<file path="src/rtl/sbox_scheduler_if.sv">
// Request/result bundle between the S-box scheduler and its two requesters.
// master: round datapath + key schedule side; slave: the scheduler itself.
interface sbox_scheduler_if;
    logic         sb_valid;
    logic         sb_ready;
    logic [127:0] sb_in;
    logic [127:0] sb_out;
    logic         sb_out_valid;
    logic         sb_out_ready;
    logic         sw_valid;
    logic         sw_ready;
    logic [31:0]  sw_in;
    logic [31:0]  sw_out;
    logic         sw_out_valid;
    logic         sw_out_ready;

    modport master (
        output sb_valid, sb_in, sb_out_ready,
        output sw_valid, sw_in, sw_out_ready,
        input  sb_ready, sb_out, sb_out_valid,
        input  sw_ready, sw_out, sw_out_valid
    );

    modport slave (
        input  sb_valid, sb_in, sb_out_ready,
        input  sw_valid, sw_in, sw_out_ready,
        output sb_ready, sb_out, sb_out_valid,
        output sw_ready, sw_out, sw_out_valid
    );
endinterface

</file>
<file path="src/rtl/sbox_scheduler.sv">
// Shares LANES AES S-boxes between SubBytes (128b) and SubWord (32b).
// Ports: clk, rst_n (sync, active-low), bus (sbox_scheduler_if.slave), busy.
// Option: SBOX_SCHED_RR_EN selects round-robin instead of SubWord-first.
module sbox (
    input  logic [7:0] a,
    output logic [7:0] y
);
    function automatic logic [7:0] xtime(input logic [7:0] v);
        return {v[6:0], 1'b0} ^ (v[7] ? 8'h1b : 8'h00);
    endfunction

    function automatic logic [7:0] gmul(input logic [7:0] p, input logic [7:0] q);
        logic [7:0] r;
        logic [7:0] s;
        r = '0;
        s = p;
        for (int i = 0; i < 8; i++) begin
            if (q[i]) r = r ^ s;
            s = xtime(s);
        end
        return r;
    endfunction

    // Multiplicative inverse as v^254; maps 0 to 0 as AES requires.
    function automatic logic [7:0] ginv(input logic [7:0] v);
        logic [7:0] r;
        logic [7:0] s;
        r = 8'h01;
        s = v;
        for (int i = 0; i < 8; i++) begin
            if (i != 0) r = gmul(r, s);
            s = gmul(s, s);
        end
        return r;
    endfunction

    function automatic logic [7:0] affine(input logic [7:0] b);
        return b ^ {b[6:0], b[7]} ^ {b[5:0], b[7:6]}
                 ^ {b[4:0], b[7:5]} ^ {b[3:0], b[7:4]} ^ 8'h63;
    endfunction

    assign y = affine(ginv(a));
endmodule

module sbox_scheduler #(
    parameter int LANES = 4
) (
    input  logic               clk,
    input  logic               rst_n,
    sbox_scheduler_if.slave    bus,
    output logic               busy
);
    typedef enum logic [2:0] {
        IDLE, SB_RUN, SW_RUN, SB_DONE, SW_DONE
    } state_t;

    localparam int SB_N = 16 / LANES;
    localparam int SW_N = 4 / LANES;

    state_t       state;
    logic [3:0]   cnt;
    logic [127:0] work;
    logic [127:0] nxt;
    logic [127:0] sb_res;
    logic [31:0]  sw_res;
    logic         sb_ov;
    logic         sw_ov;
    logic         sw_pri;
    logic         sb_rdy;
    logic         sw_rdy;
    logic         last;
    int           base;
    logic [7:0]   lane_in  [LANES];
    logic [7:0]   lane_out [LANES];

`ifdef SBOX_SCHED_RR_EN
    // High when SubWord wins a tie, i.e. SubBytes was served last.
    logic sw_first;
    assign sw_pri = sw_first;
`else
    assign sw_pri = 1'b1;
`endif

    assign sw_rdy = (state == IDLE) && bus.sw_valid
                    && (!bus.sb_valid || sw_pri);
    assign sb_rdy = (state == IDLE) && bus.sb_valid
                    && !(bus.sw_valid && sw_pri);

    assign bus.sb_ready     = sb_rdy;
    assign bus.sw_ready     = sw_rdy;
    assign bus.sb_out       = sb_res;
    assign bus.sw_out       = sw_res;
    assign bus.sb_out_valid = sb_ov;
    assign bus.sw_out_valid = sw_ov;

    // SubWord operands sit in the top word so byte i is at the same
    // bit position for both request types.
    assign base = int'(cnt) * LANES;
    assign last = (state == SB_RUN) ? (cnt == 4'(SB_N - 1))
                                    : (cnt == 4'(SW_N - 1));

    always_comb begin
        for (int j = 0; j < LANES; j++) begin
            lane_in[j] = work[127 - 8 * (base + j) -: 8];
        end
    end

    always_comb begin
        nxt = work;
        for (int j = 0; j < LANES; j++) begin
            nxt[127 - 8 * (base + j) -: 8] = lane_out[j];
        end
    end

    for (genvar g = 0; g < LANES; g++) begin : g_lane
        sbox u_sbox (
            .a (lane_in[g]),
            .y (lane_out[g])
        );
    end

    always_ff @(posedge clk) begin
        if (!rst_n) begin
            state  <= IDLE;
            cnt    <= '0;
            work   <= '0;
            sb_res <= '0;
            sw_res <= '0;
            sb_ov  <= 1'b0;
            sw_ov  <= 1'b0;
            busy   <= 1'b0;
`ifdef SBOX_SCHED_RR_EN
            sw_first <= 1'b1;
`endif
        end else begin
            unique case (state)
                IDLE: begin
                    if (sw_rdy) begin
                        work  <= {bus.sw_in, 96'd0};
                        cnt   <= '0;
                        state <= SW_RUN;
                        busy  <= 1'b1;
`ifdef SBOX_SCHED_RR_EN
                        sw_first <= 1'b0;
`endif
                    end else if (sb_rdy) begin
                        work  <= bus.sb_in;
                        cnt   <= '0;
                        state <= SB_RUN;
                        busy  <= 1'b1;
`ifdef SBOX_SCHED_RR_EN
                        sw_first <= 1'b1;
`endif
                    end
                end
                SB_RUN: begin
                    work <= nxt;
                    if (last) begin
                        sb_res <= nxt;
                        sb_ov  <= 1'b1;
                        state  <= SB_DONE;
                    end else begin
                        cnt <= cnt + 4'd1;
                    end
                end
                SW_RUN: begin
                    work <= nxt;
                    if (last) begin
                        sw_res <= nxt[127:96];
                        sw_ov  <= 1'b1;
                        state  <= SW_DONE;
                    end else begin
                        cnt <= cnt + 4'd1;
                    end
                end
                SB_DONE: begin
                    if (bus.sb_out_ready) begin
                        sb_ov <= 1'b0;
                        busy  <= 1'b0;
                        state <= IDLE;
                    end
                end
                SW_DONE: begin
                    if (bus.sw_out_ready) begin
                        sw_ov <= 1'b0;
                        busy  <= 1'b0;
                        state <= IDLE;
                    end
                end
                default: begin
                    state <= IDLE;
                    busy  <= 1'b0;
                end
            endcase
        end
    end
endmodule
</file>
<file path="src/flat_wrapper.sv">
// flat-port wrapper written by rule: the top's interface ports become plain ports
module sbox_scheduler_flat 
#(
    parameter int LANES = 4
)
  (clk, rst_n, busy, bus_sb_valid, bus_sb_in, bus_sb_out_ready, bus_sw_valid, bus_sw_in, bus_sw_out_ready, bus_sb_ready, bus_sb_out, bus_sb_out_valid, bus_sw_ready, bus_sw_out, bus_sw_out_valid);
  sbox_scheduler_if bus_i ();
  input  logic clk;
  input  logic rst_n;
  output logic busy;
  input wire logic [$bits(bus_i.sb_valid)-1:0] bus_sb_valid;
  input wire logic [$bits(bus_i.sb_in)-1:0] bus_sb_in;
  input wire logic [$bits(bus_i.sb_out_ready)-1:0] bus_sb_out_ready;
  input wire logic [$bits(bus_i.sw_valid)-1:0] bus_sw_valid;
  input wire logic [$bits(bus_i.sw_in)-1:0] bus_sw_in;
  input wire logic [$bits(bus_i.sw_out_ready)-1:0] bus_sw_out_ready;
  output wire logic [$bits(bus_i.sb_ready)-1:0] bus_sb_ready;
  output wire logic [$bits(bus_i.sb_out)-1:0] bus_sb_out;
  output wire logic [$bits(bus_i.sb_out_valid)-1:0] bus_sb_out_valid;
  output wire logic [$bits(bus_i.sw_ready)-1:0] bus_sw_ready;
  output wire logic [$bits(bus_i.sw_out)-1:0] bus_sw_out;
  output wire logic [$bits(bus_i.sw_out_valid)-1:0] bus_sw_out_valid;
  assign bus_i.sb_valid = bus_sb_valid;
  assign bus_i.sb_in = bus_sb_in;
  assign bus_i.sb_out_ready = bus_sb_out_ready;
  assign bus_i.sw_valid = bus_sw_valid;
  assign bus_i.sw_in = bus_sw_in;
  assign bus_i.sw_out_ready = bus_sw_out_ready;
  assign bus_sb_ready = bus_i.sb_ready;
  assign bus_sb_out = bus_i.sb_out;
  assign bus_sb_out_valid = bus_i.sb_out_valid;
  assign bus_sw_ready = bus_i.sw_ready;
  assign bus_sw_out = bus_i.sw_out;
  assign bus_sw_out_valid = bus_i.sw_out_valid;
  sbox_scheduler #(.LANES(LANES)) u_core (.clk(clk), .rst_n(rst_n), .bus(bus_i), .busy(busy));
endmodule
</file>
<file path="config.mk">
export PLATFORM = sky130hd
export DESIGN_NAME = sbox_scheduler_flat
export DESIGN_NICKNAME = d
export VERILOG_FILES = /design/src/rtl/sbox_scheduler_if.sv /design/src/rtl/sbox_scheduler.sv /design/src/flat_wrapper.sv
export SDC_FILE = /design/constraint.sdc
export NUM_CORES = 2
export LEC_CHECK = 0
export BUFFER_PORTS_ARGS = -buffer_cell sky130_fd_sc_hd__buf_2
export CAP_MARGIN = 20
export CORE_ASPECT_RATIO = 1.75
export CORE_UTILIZATION = 50
export CTS_CLUSTER_DIAMETER = 120
export DETAILED_ROUTE_END_ITERATION = 16
export GPL_ROUTABILITY_DRIVEN = 0
export PLACE_DENSITY = 0.67
export REMOVE_ABC_BUFFERS = 1
export SKIP_CTS_REPAIR_TIMING = 1
export SLEW_MARGIN = 20
export SYNTH_ARGS = -nofsm -noshare
export SYNTH_HDL_FRONTEND = slang
export SYNTH_HIERARCHICAL = 1
export SYNTH_SLANG_ARGS = --single-unit
export TNS_END_PERCENT = 5
</file>
<file path="constraint.sdc">
create_clock -name clk -period 26.4 [get_ports clk]
set_input_delay 2.64 -clock clk [delete_from_list [all_inputs] [get_ports clk]]
set_output_delay 2.64 -clock clk [all_outputs]
set_load 0.01 [all_outputs]
</file>
Word level (Yosys, flattened, before mapping)
Cells that the tools add are included.
Storage, ports and cells
  register bits: 298
  input port bits: 166
  word-level logic and storage cells: 1677
Cells by class
  add/sub/neg operators: 12
  equal/unequal tests: 11
  shift-type cells: 12
  mux-type cells: 839
  bitwise operators: 777
  reduce and logical (&&, ||, !) cells: 18
Operators by type and width (count)
  2-to-1 mux 8 bit: 420
  bitwise XOR 8 bit: 380
  bitwise XOR 8 x 5 -> 8 bit: 364
  2-to-1 mux 5 bit: 368
  variable shift 8 x 33 -> 135 bit, first input constant: 4
  variable part select 135 x 32 -> 8 bit: 4
  variable part select 8 x 33 -> 135 bit: 4
  bitwise mux 128 bit: 4
  2-to-1 mux 128 bit: 2
  case mux 128 bit (2 select lines): 1
  negation 32 -> 33 bit: 4
  subtractor 8 x 32 -> 32 bit, first input constant: 3
  2-to-1 mux 3 bit: 10
  2-to-1 mux 4 bit: 7
  2-to-1 mux 7 bit: 4
  NOT 1 bit, first input constant: 28
  2-to-1 mux 6 bit: 4
  NOT 4 bit: 4
  case mux 3 bit (5 select lines): 1
  adder 6 x 2 -> 7 bit, second input constant: 2
  2-to-1 mux 1 bit: 10
  subtractor 7 x 9 -> 10 bit, first input constant: 1
  AND reduction 3 bit: 3
  2-to-1 mux 2 bit: 4
  22 further kinds: 33

Longest topological paths before layout
  word-level depth: 140
  gate-level depth with buffers: 70
  gate-level depth less buffers: 60

Modules after synthesis
Netlist, hierarchy kept.
By module, submodules not included
  sbox at u_core.g_lane[1].u_sbox ...: instances 3, cells each 1942, area an instance 15220.8 um2, sequential area each 0.0 um2
  sbox at u_core.g_lane[0].u_sbox: instances 1, cells each 2205, area an instance 16871.2 um2, sequential area each 0.0 um2
  sbox_scheduler: instances 1, cells each 1901, area an instance 15562.4 um2, sequential area each 5965.7 um2

Least setup slack after synthesis
No wires, ideal clock.
  kind: register -> register
  start: register u_core.cnt[0]
  end: register u_core.sb_res[113] (netlist: u_core/bus.sb_out[113])
  library setup time: 0.081 ns
  data arrival time: 16.473 ns
  setup slack: 9.846 ns
  stages on the path, launching flop included: 64
  buffers on the path: 7
  period minus slack after synthesis: 16.554 ns
  cells stage by stage: dfxtp_1 > buf_2 > buf_1 > mux4_2 > and3_1 > ha_1 > nand2_1 > xor2_1 > inv_2 > buf_1 > clkbuf_1 > ha_1 > buf_1 > nand2_1 > xor2_1 > xnor2_1 > clkinv_1 > buf_1 > [... 28 more ...] > nand3_1 > a311o_1 > o211a_1 > a21oi_1 > xnor2_4 > inv_2 > xnor2_2 > xor2_2 > nor2_1 > xnor3_1 > xnor2_1 > xnor3_1 > xnor3_1 > xnor2_1 > nand2_1 > or3_1 > and2_1 > a211oi_2
RTL lines
  from (decl): line sbox_scheduler.sv:61  | logic [3:0] cnt;
  from (signal assigned): line sbox_scheduler.sv:163  | cnt <= cnt + 4'd1;
  from (signal assigned): line sbox_scheduler.sv:173  | cnt <= cnt + 4'd1;
  to (signal assigned): line sbox_scheduler.sv:159  | sb_res <= nxt;
  to (decl): line sbox_scheduler.sv:64  | logic [127:0] sb_res;

==> impl_results.md <==
* GRT Total Usage at 31.8%
* Worst Path Required at 26.88 ns
* DIE AREA at 0.158 mm^2
* DRC viols at 0
* Drt wl/cell at 22.2 um
* Layout cells sized above 1 at 14.2%
* DP HPWL at 193 mm
* Run status: completed
* Final period utilization at 78.4%
* Clk_skew at 0.0171 ns
* Critical Path Max Stage Delay at 1.03 ns
* Top cells by area, synth: xnor2_1 (16%), xnor3_1 (10%), dfxtp_1 (7.6%), nor2_1 (6.4%), nand2_1 (4.1%)
* Post-synth EDFFs at 0
* Clock Sinks at 298
* Detailed-route wire length at 262 mm
* Total number of vias at 75300
* Cell Rows at 191
* Ys Warns at 6
* Most common cell in the netlist: xnor2_1
* TNS Setup at 0 ns
* Area leader, netlist: xnor2_1
* DR iter-0 viols at 6815
* Initial Util at 50.4%
* Avg Inst Size Synth at 7.86 um^2
* Kind of critical path: reg -> reg
* Gate Count Post-Synth at 9932
* Max cap viols at 0
* CP most frequent cell: xnor2_1
* Htree depth at 1
* I/O pins at 331
* Largest net degree at the start of global routing at 102
* Clock latency on the worst-skew pair at 0.57 ns
* Chip Height at 525 um
* Worst setup SP type: flop
* Clock-pin slew on the worst setup and hold paths at 0.08 ns
* Sequential element share of the synthesized area at 7.64%
* Via/cell ratio at 6.36
* CTS root buf: clkbuf_16
* Routed Antenna Nets at 0
* Crit-path max FO at 61
* Post-synth ARST share at 0%
* # fillers at 14900
* Fmax at 48.3 MHz
* Nets at 9999
* Unrepaired setup endpoints after global routing: false
* Hold path depth at 2
* Depth of the most critical reg-to-reg path at 56
* Post-synth top cells: xnor2_1 (1428), nor2_1 (1339), nand2_1 (861), a21oi_1 (579), o21ai_0 (468)
* Detailed Routing Iterations Pass 1 at 8
* Crit path time final at 20.70 ns
* Path type of the worst min-delay path: reg -> reg
* Worst slew pin tran at 1.24 ns
* Final Max Tran Viols at 0
* IO buf count at 330
* Overflow after GRT at 0
* Max clock buf depth at 3
* CP arrival at 21.18 ns
* Synth top area share at 16.0%
* Primary FF master, synth: dfxtp_1
* CP Capture Type: flop
* First-pass GRT wire length at 409 mm
* Initial antenna violation count at 11
* Die Span X at 301 um
* Area added between synthesis and finish at 4.93%
* Vias in the first global route at 73900
* CTS tree: yes
* Slowest library cell on the worst path: xnor3_1
* Max-slew headroom at 17.5%
* Num CTS Buffers at 21
* Core area at 0.155 mm^2
* Multi-input gate area at 0.0687 mm^2
* Synth cell types at 143
* Setup violators final at 0
* Cell area after synthesis at 0.0781 mm^2
* Final hold violations at 0
* #FFs+latches synth at 298
* FF/Latch Area at 0.00597 mm^2
-- layout by cell type, fill, tap and decap left out, drive strengths merged, types with 42 or more instances in the layout --
cell type / instances
o21ai: 543
nor3: 375
nand2b: 86
nor2: 1360
o211ai: 70
inv: 87
o31ai: 47
xnor2: 1646
dfxtp: 298
a21oi: 591
a31oi: 73
xnor3: 385
nand4: 54
buf: 596
nand3: 202
a211oi: 207
a22oi: 73
nor3b: 51
mux2i: 272
or3: 82
o21a: 110
o2bb2ai: 42
nor2b: 79
a21boi: 74
xor2: 439
xor3: 61
and3: 75
and2: 92
nand2: 867
o22ai: 108
mux2: 56
nor4: 56
-- per-stage QoR --
| step | cell area, um^2 | setup WS (ns) | utilization (%) | hold WS, ns | std cells |
|---|---|---|---|---|---|
| global route | 81900 | 4.74 | 52.9 | 0.518 | 11800 |
| CTS | 81800 | 5.99 | 52.8 | 0.485 | 11800 |
| global placement | 81200 | 6.32 | 52.4 | 0.457 | 11800 |
| finish | 81900 | 5.70 | 52.9 | 0.481 | 11800 |
| floorplan | 74500 | 5.03 | - | 0.450 | 9182 |
| detailed placement | 81200 | 6.04 | 52.4 | 0.473 | 11800 |
-- kinds of logic (layout without fill, tap and decap cells) --
group / count (synthesis) / in the layout / share of synthesized area [%]
AOI/OAI and AO/OA: 2351 / 2351 / 20.3
xor gates and xnor gates: 2531 / 2531 / 40.2
adders and majority gates: 35 / 35 / 0.551
buffers and inverters: 849 / 730 / 5.14
DFF: 298 / 298 / 7.64
muxes: 360 / 360 / 5.33
other: 0 / 5 / 0
and+or+nand+nor: 3508 / 3508 / 20.8
-- routing by layer --
layer / share of wire [%] / track usage [%]
met1: 35 / 34.3
met2: 50 / 57.0
met3: 6.8 / 3.77
met4: 7.8 / 22.5
met5: 0.027 / 0
-- registers in the layout (all words and copies together), names as in the netlist --
signal                   flops
u_core/bus.sw_out_valid      1
u_core/busy                  1
u_core/work                128
u_core/bus.sw_out           32
u_core/state                 3
u_core/cnt                   4
u_core/bus.sb_out_valid      1
u_core/bus.sb_out          128
-- worst max-delay path: cells and delay by family, from the launching register on --
| family | cells | cell delay (ns) |
|---|---|---|
| XOR/XNOR | 31 | 12.53 |
| AND/OR/NAND/NOR | 11 | 3.03 |
| buffers and inverters | 5 | 1.87 |
| AO/OA/AOI/OAI | 7 | 1.37 |
| flip-flops | 1 | 0.59 |
| multiplexers | 1 | 0.58 |
| adder cells (fa/ha/maj) | 1 | 0.43 |
-- path summary, 6_finish.rpt --
kind	start	slack (ns)	to
setup / recovery	u_core/cnt[0]	5.70	u_core/bus.sb_out[122]
hold / removal	u_core/cnt[3]	0.48	u_core/cnt[3]
setup reg to reg	u_core/cnt[0]	5.70	u_core/bus.sb_out[122]
hold reg to reg	u_core/cnt[3]	0.48	u_core/cnt[3]
-- layout make-up --
type	count	share of cell area [%]
Timing Repair Buffer	596	4.48
Inverter	99	0.461
Tap cell	2026	3.09
Antenna cell	5	0.0153
Clock inverter	10	0.162
Clock buffer	25	0.672
Sequential cell	298	7.29
Multi-Input combinational cell	8785	83.8
Power is not shown: default switching activity piles up to over one toggle a cycle in this logic, so the estimate is an artifact.
